File: src/rtl/mips_pkg.sv
// Shared MIPS datapath definitions: operand width, mult/div op encodings, mult/div FSM states.
package mips_pkg;

  localparam int DATA_WIDTH = 32;

  localparam logic [1:0] OP_MULTU = 2'b00;
  localparam logic [1:0] OP_MULT  = 2'b01;
  localparam logic [1:0] OP_DIVU  = 2'b10;
  localparam logic [1:0] OP_DIV   = 2'b11;

  typedef enum logic [1:0] {
    IDLE = 2'b00,
    CALC = 2'b01,
    FIX  = 2'b10
  } md_state_t;

endpackage

File: src/rtl/mult_div_unit.sv
// Iterative shift-add multiplier / restoring divider owning HI/LO; WIDTH+1 busy cycles per op.
// start is ignored while busy, as are MTHI/MTLO writes; divide by zero leaves HI/LO untouched.
module mult_div_unit
  import mips_pkg::*;
#(
  parameter int WIDTH = DATA_WIDTH
) (
  input  logic             clk,
  input  logic             rst_n,
  input  logic             start,
  input  logic [1:0]       op,
  input  logic [WIDTH-1:0] src_a,
  input  logic [WIDTH-1:0] src_b,
  input  logic             wr_hi,
  input  logic             wr_lo,
  input  logic [WIDTH-1:0] wr_data,
  output logic             busy,
  output logic             done,
  output logic             div_by_zero,
  output logic [WIDTH-1:0] hi,
  output logic [WIDTH-1:0] lo
);

  md_state_t          state, state_nxt;
  logic [5:0]         cnt;
  logic [2*WIDTH-1:0] acc;
  logic [WIDTH-1:0]   divisor;
  logic               is_div, neg_q, neg_r, dbz;

  logic [WIDTH-1:0]   abs_a, abs_b;
  logic [WIDTH:0]     mul_sum, div_shift, div_diff;
  logic [2*WIDTH-1:0] mul_nxt, div_nxt, prod_fix;
  logic [WIDTH-1:0]   quo_fix, rem_fix;

  assign busy = (state != IDLE);

  assign abs_a = (op[0] && src_a[WIDTH-1]) ? -src_a : src_a;
  assign abs_b = (op[0] && src_b[WIDTH-1]) ? -src_b : src_b;

  // Multiply: acc = {partial product, remaining multiplier bits}, shifted right each step.
  assign mul_sum = {1'b0, acc[2*WIDTH-1:WIDTH]} + {1'b0, (acc[0] ? divisor : {WIDTH{1'b0}})};
  assign mul_nxt = {mul_sum, acc[WIDTH-1:1]};

  // Divide: acc = {partial remainder, dividend/quotient bits}, shifted left each step.
  assign div_shift = {acc[2*WIDTH-1:WIDTH], acc[WIDTH-1]};
  assign div_diff  = div_shift - {1'b0, divisor};
  assign div_nxt   = div_diff[WIDTH] ? {div_shift[WIDTH-1:0], acc[WIDTH-2:0], 1'b0}
                                     : {div_diff[WIDTH-1:0],  acc[WIDTH-2:0], 1'b1};

  assign prod_fix = neg_q ? -acc : acc;
  assign quo_fix  = neg_q ? -acc[WIDTH-1:0] : acc[WIDTH-1:0];
  assign rem_fix  = neg_r ? -acc[2*WIDTH-1:WIDTH] : acc[2*WIDTH-1:WIDTH];

  always_ff @(posedge clk or negedge rst_n) begin
    if (!rst_n) state <= IDLE;
    else        state <= state_nxt;
  end

  always_comb begin
    state_nxt = state;
    case (state)
      IDLE:    if (start) state_nxt = CALC;
      CALC:    if (cnt == 6'(WIDTH-1)) state_nxt = FIX;
      FIX:     state_nxt = IDLE;
      default: state_nxt = IDLE;
    endcase
  end

  always_ff @(posedge clk or negedge rst_n) begin
    if (!rst_n) begin
      cnt         <= '0;
      acc         <= '0;
      divisor     <= '0;
      is_div      <= 1'b0;
      neg_q       <= 1'b0;
      neg_r       <= 1'b0;
      dbz         <= 1'b0;
      hi          <= '0;
      lo          <= '0;
      done        <= 1'b0;
      div_by_zero <= 1'b0;
    end else begin
      done        <= 1'b0;
      div_by_zero <= 1'b0;
      case (state)
        IDLE: begin
          if (wr_hi) hi <= wr_data;
          if (wr_lo) lo <= wr_data;
          if (start) begin
            acc     <= {{WIDTH{1'b0}}, abs_a};
            divisor <= abs_b;
            is_div  <= op[1];
            neg_q   <= op[0] & (src_a[WIDTH-1] ^ src_b[WIDTH-1]);
            neg_r   <= op[0] & src_a[WIDTH-1];
            dbz     <= op[1] & (src_b == '0);
            cnt     <= '0;
          end
        end
        CALC: begin
          acc <= is_div ? div_nxt : mul_nxt;
          cnt <= cnt + 6'd1;
        end
        FIX: begin
          if (!is_div) begin
            {hi, lo} <= prod_fix;
          end else if (!dbz) begin
            hi <= rem_fix;
            lo <= quo_fix;
          end
          done        <= 1'b1;
          div_by_zero <= dbz;
        end
        default: ;
      endcase
    end
  end

endmodule

File: config.mk
export PLATFORM = sky130hd
export DESIGN_NAME = mult_div_unit
export DESIGN_NICKNAME = d
export VERILOG_FILES = /design/src/rtl/mips_pkg.sv /design/src/rtl/mult_div_unit.sv
export SDC_FILE = /design/constraint.sdc
export NUM_CORES = 1
export LEC_CHECK = 0
export ABC_CLOCK_PERIOD_IN_PS = 3600
export BUFFER_PORTS_ARGS = -buffer_cell sky130_fd_sc_hd__buf_4
export CAP_MARGIN = 20
export CORE_AREA = 5 5 202 253
export CTS_CLUSTER_DIAMETER = 200
export DETAILED_ROUTE_END_ITERATION = 10
export DIE_AREA = 0 0 207 258
export HOLD_SLACK_MARGIN = 0.12
export SKIP_CTS_REPAIR_TIMING = 1
export SLEW_MARGIN = 0
export SYNTH_ARGS = -nofsm -noshare
export SYNTH_HDL_FRONTEND = slang
export SYNTH_SLANG_ARGS = --single-unit
File: constraint.sdc
create_clock -name clk -period 3.6 [get_ports clk]
set_input_delay 0.36 -clock clk [delete_from_list [all_inputs] [get_ports clk]]
set_output_delay 0.36 -clock clk [all_outputs]
set_load 0.01 [all_outputs]
# [Yosys cells after proc, flatten, opt, wreduce, memory -nomap -nowiden]
# Index checks and enable logic that the tools add are counted.
[totals] input_bits=103 reg_bits=174 wordCells=69 output_inout_bits=67
[op_classes] eq_ne=8 muxes=25 addsub=8 n_bitwise=4 reduce_logical=12
[ops] op="$mux W32" count=11
[ops] op="$mux W64" count=4
[ops] op="$neg A32 Y32" count=4
[ops] op="$pmux W32 S2" count=2
[ops] op="$pmux W64 S2" count=1
[ops] op="$neg A64 Y64" count=1
[ops] op="$add A32 B32 Y33" count=1
[ops] op="$sub A33 B32 Y33" count=1
[ops] op="$logic_not A32 Y1" count=1
[ops] op="$pmux W6 S2" count=1
[ops] op="$ne A2 B2 Y1 const B" count=4
[ops] op="$add A6 B1 Y6 const B" count=1
[ops] op="$eq A6 B5 Y1 const B" count=1
[ops] op="$mux W6" count=1
[ops] op="$reduce_and A2 Y1" count=3
[ops] op="$reduce_and A3 Y1" count=2
[ops] op="$reduce_bool A2 Y1" count=3
[ops] op="$mux W2" count=2
[ops] op="$pmux W2 S2" count=1
[ops] op="$and A1 B1 Y1" count=3
[ops] op="$ne A3 B3 Y1 const B" count=1
[ops] op="$eq A2 B1 Y1 const B" count=1
[ops] op="$eq A2 B2 Y1 const B" count=1
[ops] op="$logic_and A1 B1 Y1" count=2
[ops] op="other kinds (3)" count=4

# [Longest topological paths before layout]
# Gate-level depths: netlist of run 1.
[logic_depth] word_depth=5 mapped_depth=14 depth_no_buf=13

# [Least setup slack after synthesis of run 1]
# Ideal clock, no wire load.
[synth_path] kind="register to register" start="reg acc[32]" end="reg acc[36]" synth_period_minus_slack_ns=3.259 n_path_buf=2 slack_ns=0.341 stages_incl_launch_ff=14 required_time_ns=3.464 arrival_time_ns=3.123 setup_time_ns=0.136 path_cell_list="dfrtp_1 -> clkbuf_1 -> inv_1 -> fa_1 -> nand2b_1 -> a21o_1 -> a21oi_1 -> and4b_1 -> o31a_1 -> a211oi_2 -> buf_2 -> mux2_2 -> a21oi_1 -> o21ai_0"
[synth_via] elab_chain_len=4 elab_cells_between_ends=5 cone_classes="add/sub (2); mux (3)"
[synth_rtl] item="from (decl)" line="mult_div_unit.sv:26" rtl="logic [2*WIDTH-1:0] acc;"
[synth_rtl] item="from (signal assigned)" line="mult_div_unit.sv:90" rtl="acc <= {{WIDTH{1'b0}}, abs_a};"
[synth_rtl] item="from (signal assigned)" line="mult_div_unit.sv:100" rtl="acc <= is_div ? div_nxt : mul_nxt;"
[synth_rtl] item="$sub A33 B32 Y33" line="mult_div_unit.sv:46" rtl="assign div_diff = div_shift - {1'b0, divisor};"
[synth_rtl] item="$mux W64" line="mult_div_unit.sv:47" rtl="assign div_nxt = div_diff[WIDTH] ? {div_shift[WIDTH-1:0], acc[WIDTH-2:0], 1'b0}"
[synth_rtl] item="$mux W64 *" line="mult_div_unit.sv:100"
[synth_rtl] item="$pmux W64 S2 *" line="mult_div_unit.sv:85" rtl="case (state)"
# Mark *: on every way between the ends. The rest lies on a longest branch, timed or not.
# A chain may end at the register's enable or synchronous reset.

# [Worst setup path after layout of run 1]
[layout_path] start="reg acc[32]" end="reg acc[59]"
# Same word-level chain as after synthesis.

==> impl_results.md, run 1 <==
* Status: complete, no violations
* Drt pass-1 iters at 6
* Syn nets at 2012
* Inst Count DP at 2670
* Worst setup SP type: flop
* Worst-margin pin slew at 0.898 ns
* Final hold vios at 0
* CTS sink count at 174
* Leak pwr at 7.66 nW
* MaxCap Viol Count at 0
* Final worst-path cycle share at 96.8%
* I/O pin total at 170
* Worst hold path type: in -> reg
* Vias per cell at 5.38
* WS Path Type: reg -> reg
* Endpoint type of the worst setup path: flop
* CTS Buf Count at 17
* NumNets Final at 2213
* DRT iter0 DRCs at 1306
* Mux contribution to synthesized area at 3.16%
* Site row count at 91
* Grt total ovfl at 0
* Asr flop ratio synth at 100%
* CP required at 3.94 ns
* Commonest non-fill, non-tap cell in the layout: buf_4
* Clk root buf: clkbuf_16
* Clock Pin Slew Worst Setup and Hold Paths at 0.07 ns
* Number of synthesized flops with an enable pin at 0
* Max_slew headroom at 39.9%
* Final WS setup at 0.116 ns
* Netlist cell types at 79
* Initial antenna violation count at 0
* Fin cells at 2702
* Final min period at 3.48 ns
* Mapped Cells at 1838
* CP Data Arrival Time at 3.82 ns
* RD Place Congestion at 0.937
* Vias in the first global route at 14240
* Tot Pwr at 15.3 mW
* Vias at 14527
* Syn_area_per_cell at 7.83 sq um
* Htree depth at 4
* Die Y at 258 microns
* Synth top area cells: dfrtp_1 (30%), o21ai_0 (6.2%), ha_1 (6.0%), nor2_1 (5.6%), nand2_1 (5.5%)
* Max rail drop VDD at 443 uV
* Port Buffer Count at 169
* First-pass GRT wire length at 79800 microns
* DRC at 0
* Commonest cells after routing, fill and taps aside: buf_4 (278), nor2_1 (214), nand2_1 (210), o21ai_0 (177), dfrtp_1 (173)
* Initial core utilization at 29.5%
* Detailed-route wire length per cell at 19.0 microns
* Adder-cell area share of the yosys netlist at 6.27%
* Register area share after synthesis at 30.2%
* Synth Flop Type: dfrtp_1
* Core Area at 48700 sq um
* Die width at 207 microns
* Setup tns final at 0 ns
* Combinational family with the most area after synthesis: compound AO/OA/AOI/OAI gates
* Detailed Route WL at 51300 microns
* Synth area leader: dfrtp_1
* Final core occ at 36.2%
* GRT Total Usage at 18.4%
* Diodes inserted at 0
* Later-pin clock latency in the skew report at 0.46 ns
* Peak Freq at 287 MHz
* Synthesized area at 14400 sq um
* RSZ-0062 raised after global routing: false
* Yosys warning count at 0
* Layout area overhead at 22.5%
* Synth top area share at 30.2%
* Endpoints failing setup at 0
* Final slew viol count at 0
* Post-synthesis compound-gate area fraction at 25.6%
* Largest net degree at the start of global routing at 97
* Antenna-violating nets left at 0
* Pwr dens at 870 nW/um^2
* CTS tree: built
* Post-place setup slack at 0.173 ns
* Xor and xnor area share after synthesis at 9.97%
* Final HPWL DP at 40800 microns
* Seq cells post-synth at 174
* Largest buffer count on any clock path at 2
* Die area at 53400 sq um
* Crit path max fanout at 5
* Share of cells above drive strength 1 at 17.2%
* Simple-Gate Fraction of Synth Area at 20.4%
* Clk_skew at 0.0120 ns
-- power by group --
| group | total, mW | switching, mW | internal (mW) |
|---|---|---|---|
| Clock | 1.88 | 0.894 | 0.984 |
| Sequential | 3.59 | 0.913 | 2.68 |
| Combinational | 9.87 | 5.56 | 4.31 |
-- registers in the layout (all words and copies together), names as in the netlist --
name / flops
acc: 64
cnt: 6
dbz: 1
div_by_zero: 1
divisor: 32
done: 1
hi: 32
is_div: 1
lo: 32
neg_q: 1
neg_r: 1
state: 2
-- layout make-up --
cell class	instances	area [sq um]
Timing Repair Buffer	285	2210
Inverter	62	233
Clock buffer	18	439
Fill cell	5155	31100
Clock inverter	13	128
Sequential cell	174	4360
Multi-Input combinational cell	1499	9460
Tap cell	651	815
-- worst max-delay path, cell delays in order, from the launching register on --
cell and delay [ns]:
dfrtp_1 0.43, buf_4 0.19, ha_1 0.28, nor2b_1 0.15, o2111ai_1 0.29, nand4_1 0.27, a32o_1 0.35, a41o_1 0.31
a211oi_1 0.39, buf_4 0.20, xor2_1 0.14, o211ai_1 0.09, a32o_1 0.28
-- synthesized netlist by cell type (all sizes together) (6+ instances only) --
library cell and number:
or4 13, o31ai 34, nand4 11, dfrtp 174, inv 62, o21a 10, nand3b 6, o211ai 31
xnor2 89, a21oi 138, nor4 19, buf 14, and3 10, a21boi 10, mux2i 41, a21o 33
a31oi 24, o41ai 12, o21ai 182, xor2 75, and2 15, clkbuf 89, nand3 38, a221o 14
o21bai 8, or3 18, a221oi 8, nor3 37, nor2b 11, nand2 212, nand2b 14, ha 69
o221ai 8, a211oi 30, nor2 215
-- cell families after synthesis --
| family | after synthesis |
|---|---|
| multiplexers | 45 |
| AND/OR/NAND/NOR | 638 |
| AO/OA/AOI/OAI | 581 |
| XOR/XNOR | 164 |
| adder cells (fa/ha/maj) | 71 |
| flip-flops | 174 |
| buffers and inverters | 165 |
-- path summary, 6_finish.rpt --
path | start | endpoint | slack, ns | depth (start not counted)
worst max-delay path | acc[32] | acc[59] | 0.12 | 12
worst min-delay path | op[1] | is_div | 0.17 | 3
worst max register to register | acc[32] | acc[59] | 0.12 | 12
worst min register to register | divisor[4] | divisor[4] | 0.48 | 2
max in group asynchronous | rst_n | acc[12] | 2.17 | 3
min in group asynchronous | rst_n | done | 0.35 | 2
-- per-layer routing --
metal | part of all wire (%) | GRT usage [%] | routed length, microns
met4 | 3.5 | 7.02 | 1790
met3 | 5.7 | 3.05 | 2920
met2 | 48 | 31.7 | 24800
met5 | 0 | 0 | 0
met1 | 42 | 23.1 | 21800
-- stage by stage --
| stage | hold slack (ns) | instance area [sq um] |
|---|---|---|
| floorplan | 0.0644 | 14400 |
| global placement | 0.213 | 17000 |
| detailed placement | 0.215 | 17000 |
| CTS | -0.280 | 17600 |
| global route | 0.168 | 17600 |
| finish | 0.166 | 17600 |
Note: power is estimated with default switching activity, not from simulation.
==> inputs of run 2 (changes only) <==
Settings changed: CORE_AREA 5 5 202 253 to 5 5 226 228, DIE_AREA 0 0 207 258 to 0 0 231 233.
==> run 2 against run 1 <==
  * Sequential power is 2% higher
  * Worst hold slack worse by 0.037 ns
  * Non-clock buffer count shrank 42
  * Die area up 0.78%
  * Final cell count down 2.6%
  * Highest routed layer unchanged
  * Clock power rose by 13%
  * Maximum frequency grew 2.6%
  * Routed wire length decreased by 0.21%
  * Combinational power down 4.2%
  * Critical path type unchanged
  * Clock-buffer cell count fell by 1
  * Largest cell class unchanged
==> impl_results.md, run 2 (synthesis gave the netlist of run 1 again) <==
* Status: complete, no violations
* Register area at 4360 sq um (unchanged)
* CTS Buf Count at 17 (unchanged)
* Share of cells above drive strength 1 at 15.5% (-1.7 points)
* Layout area overhead at 20.4%
* Drt pass-1 iters at 6 (unchanged)
* Endpoints failing setup at 0 (unchanged)
* Vias at 14414 (-0.78%)
* Crit path max fanout at 17 (+12)
* Die Y at 233 microns (-9.7%)
* DRT iter0 DRCs at 1302 (-0.31%)
* CTS sink count at 174 (unchanged)
* Initial core utilization at 29.6% (+0.052 points)
* MaxCap Viol Count at 0 (unchanged)
* Final min period at 3.40 ns (-0.0871 ns)
* NumNets Final at 2171 (-1.9%)
* Tot Pwr at 15.2 mW (-0.66%)
* Worst hold slack at 0.129 ns (-0.0371 ns)
* Commonest non-fill, non-tap cell in the layout: buf_4
* Design Area, Final at 17300 sq um (-1.7%)
* Delay-heaviest family, CP: compound AO/OA/AOI/OAI gates
* Vias in the first global route at 13867 (-2.6%)
* Detailed Route WL at 51200 microns (-0.21%)
* Max_slew headroom at 32.6% (-7.3 points)
* Antenna-violating nets left at 0 (unchanged)
* Commonest cells after routing, fill and taps aside: buf_4 (239), nor2_1 (214), nand2_1 (210), o21ai_0 (177), dfrtp_1 (173)
* DRC at 0 (unchanged)
* Initial antenna violation count at 2 (+2)
* DP Area at 16600 sq um (-2.3%)
* Site row count at 81 (-11%)
* Max reg flops at 64 (unchanged)
* Fill cells at 5115 (-0.78%)
* Reg with most FFs: acc
* Port Buffer Count at 169 (unchanged)
* RSZ-0062 raised after global routing: false
* Reg2Reg Setup Slack at 0.20 ns (+0.09 ns)
* Clk root buf: clkbuf_16
* Core Area at 48600 sq um (-0.17%)
* Final slew viol count at 0 (unchanged)
* CP Buf/Inv Count at 2 (unchanged)
* Peak Freq at 294 MHz (+2.6%)
* RD Place Congestion at 0.977 (+4.3%)
* Final hold vios at 0 (unchanged)
* Setup tns final at 0 ns (unchanged)
* Area of the multi-input gates at 9470 sq um (about the same)
* Die width at 231 microns (+12%)
* Largest buffer count on any clock path at 2 (unchanged)
* GRT Total Usage at 18.6% (+0.17 points)
* Slowest stage delay, CP at 0.40 ns (-0.03 ns)
* Max rail drop VDD at 425 uV (-4.0%)
* Grt total ovfl at 0 (unchanged)
* WS Path Type: reg -> reg
* Worst hold path type: in -> reg
* Pwr dens at 879 nW/um^2 (+1.1%)
* Largest net degree at the start of global routing at 62 (-36%)
* Final worst-path cycle share at 94.4% (-2.4 points)
* Die area at 53800 sq um (+0.78%)
* Worst setup SP type: flop
* First-pass GRT wire length at 79500 microns (-0.40%)
* CP Data Arrival Time at 3.74 ns (-0.08 ns)
* Clock Pin Slew Worst Setup and Hold Paths at 0.08 ns (about the same)
* I/O pin total at 170 (unchanged)
* Endpoint type of the worst setup path: flop
* Later-pin clock latency in the skew report at 0.47 ns (about the same)
* Worst-margin pin slew at 1.01 ns (+0.109 ns)
* CTS tree: built
* CP required at 3.94 ns (about the same)
* Final HPWL DP at 40400 microns (-0.74%)
* Crit-path cells: inv_1, ha_1, fa_1, nand2b_1, a21o_1, a21oi_1, and4b_1, o31a_1, a211oi_4, buf_4, nor2_1, a211oi_1, o21ai_0
* Detailed-route wire length per cell at 19.4 microns (+2.4%)
* Leak pwr at 7.48 nW (-2.3%)
* Vias per cell at 5.47 (+1.8%)
* Clk_skew at 0.0165 ns (+0.00449 ns)
* Htree depth at 4 (unchanged)
* Slowest-stage cell, CP: fa_1
run 2: changes by cell type in the layout (fill, tap and decap cells not counted), sizes merged:
cell / change
buf: -42
inv: -1
bufinv: +3
clkbuf: -1
diode: +1
run 2: report_power, final:
| group | total (mW) | internal [mW] | switching, mW | leakage [nW] |
|---|---|---|---|---|
| Combinational | 9.46 | 4.02 | 5.44 | 5.04 |
| Sequential | 3.66 | 2.68 | 0.980 | 2.13 |
| Clock | 2.12 | 1.19 | 0.928 | 0.316 |
| Total | 15.2 | 7.89 | 7.35 | 7.48 |
run 2: layout make-up:
class,instances,area share (%)
Inverter,62,1.34
Clock inverter,15,1.31
Sequential cell,174,25.1
Antenna cell,1,0.0144
Tap cell,622,4.49
Clock buffer,17,2.45
Multi-Input combinational cell,1499,54.6
Timing Repair Buffer,243,10.7
run 2: path summary, 6_finish.rpt:
check	depth (start not counted)	start	end
min in group asynchronous	2	rst_n	hi[29]
setup / recovery	13	acc[31]	acc[42]
max in group asynchronous	3	rst_n	acc[14]
setup reg to reg	13	acc[31]	acc[42]
hold / removal	3	op[1]	is_div
hold reg to reg	2	divisor[24]	divisor[24]
run 2: metrics by stage:
| stage | utilization (%) | setup slack, ns | std cells |
|---|---|---|---|
| after floorplan | - | 0.341 | 1838 |
| after global placement | 34.2 | 0.176 | 2599 |
| after detailed placement | 34.2 | 0.118 | 2599 |
| after CTS | 35.6 | 0.101 | 2631 |
| after global routing | 35.6 | 0.0109 | 2633 |
| final | 35.6 | 0.203 | 2633 |
run 2: metal layers:
layer / routed length, microns / global-route usage, %
met2: 21800 / 28.3
met3: 3960 / 3.76
met1: 24000 / 26.6
met5: 0 / 0
met4: 1430 / 5.57
run 2: worst min-delay path, cell delays in order:
cell,delay (ns)
buf_4,0.09
nand2_1,0.04
o21ai_0,0.06
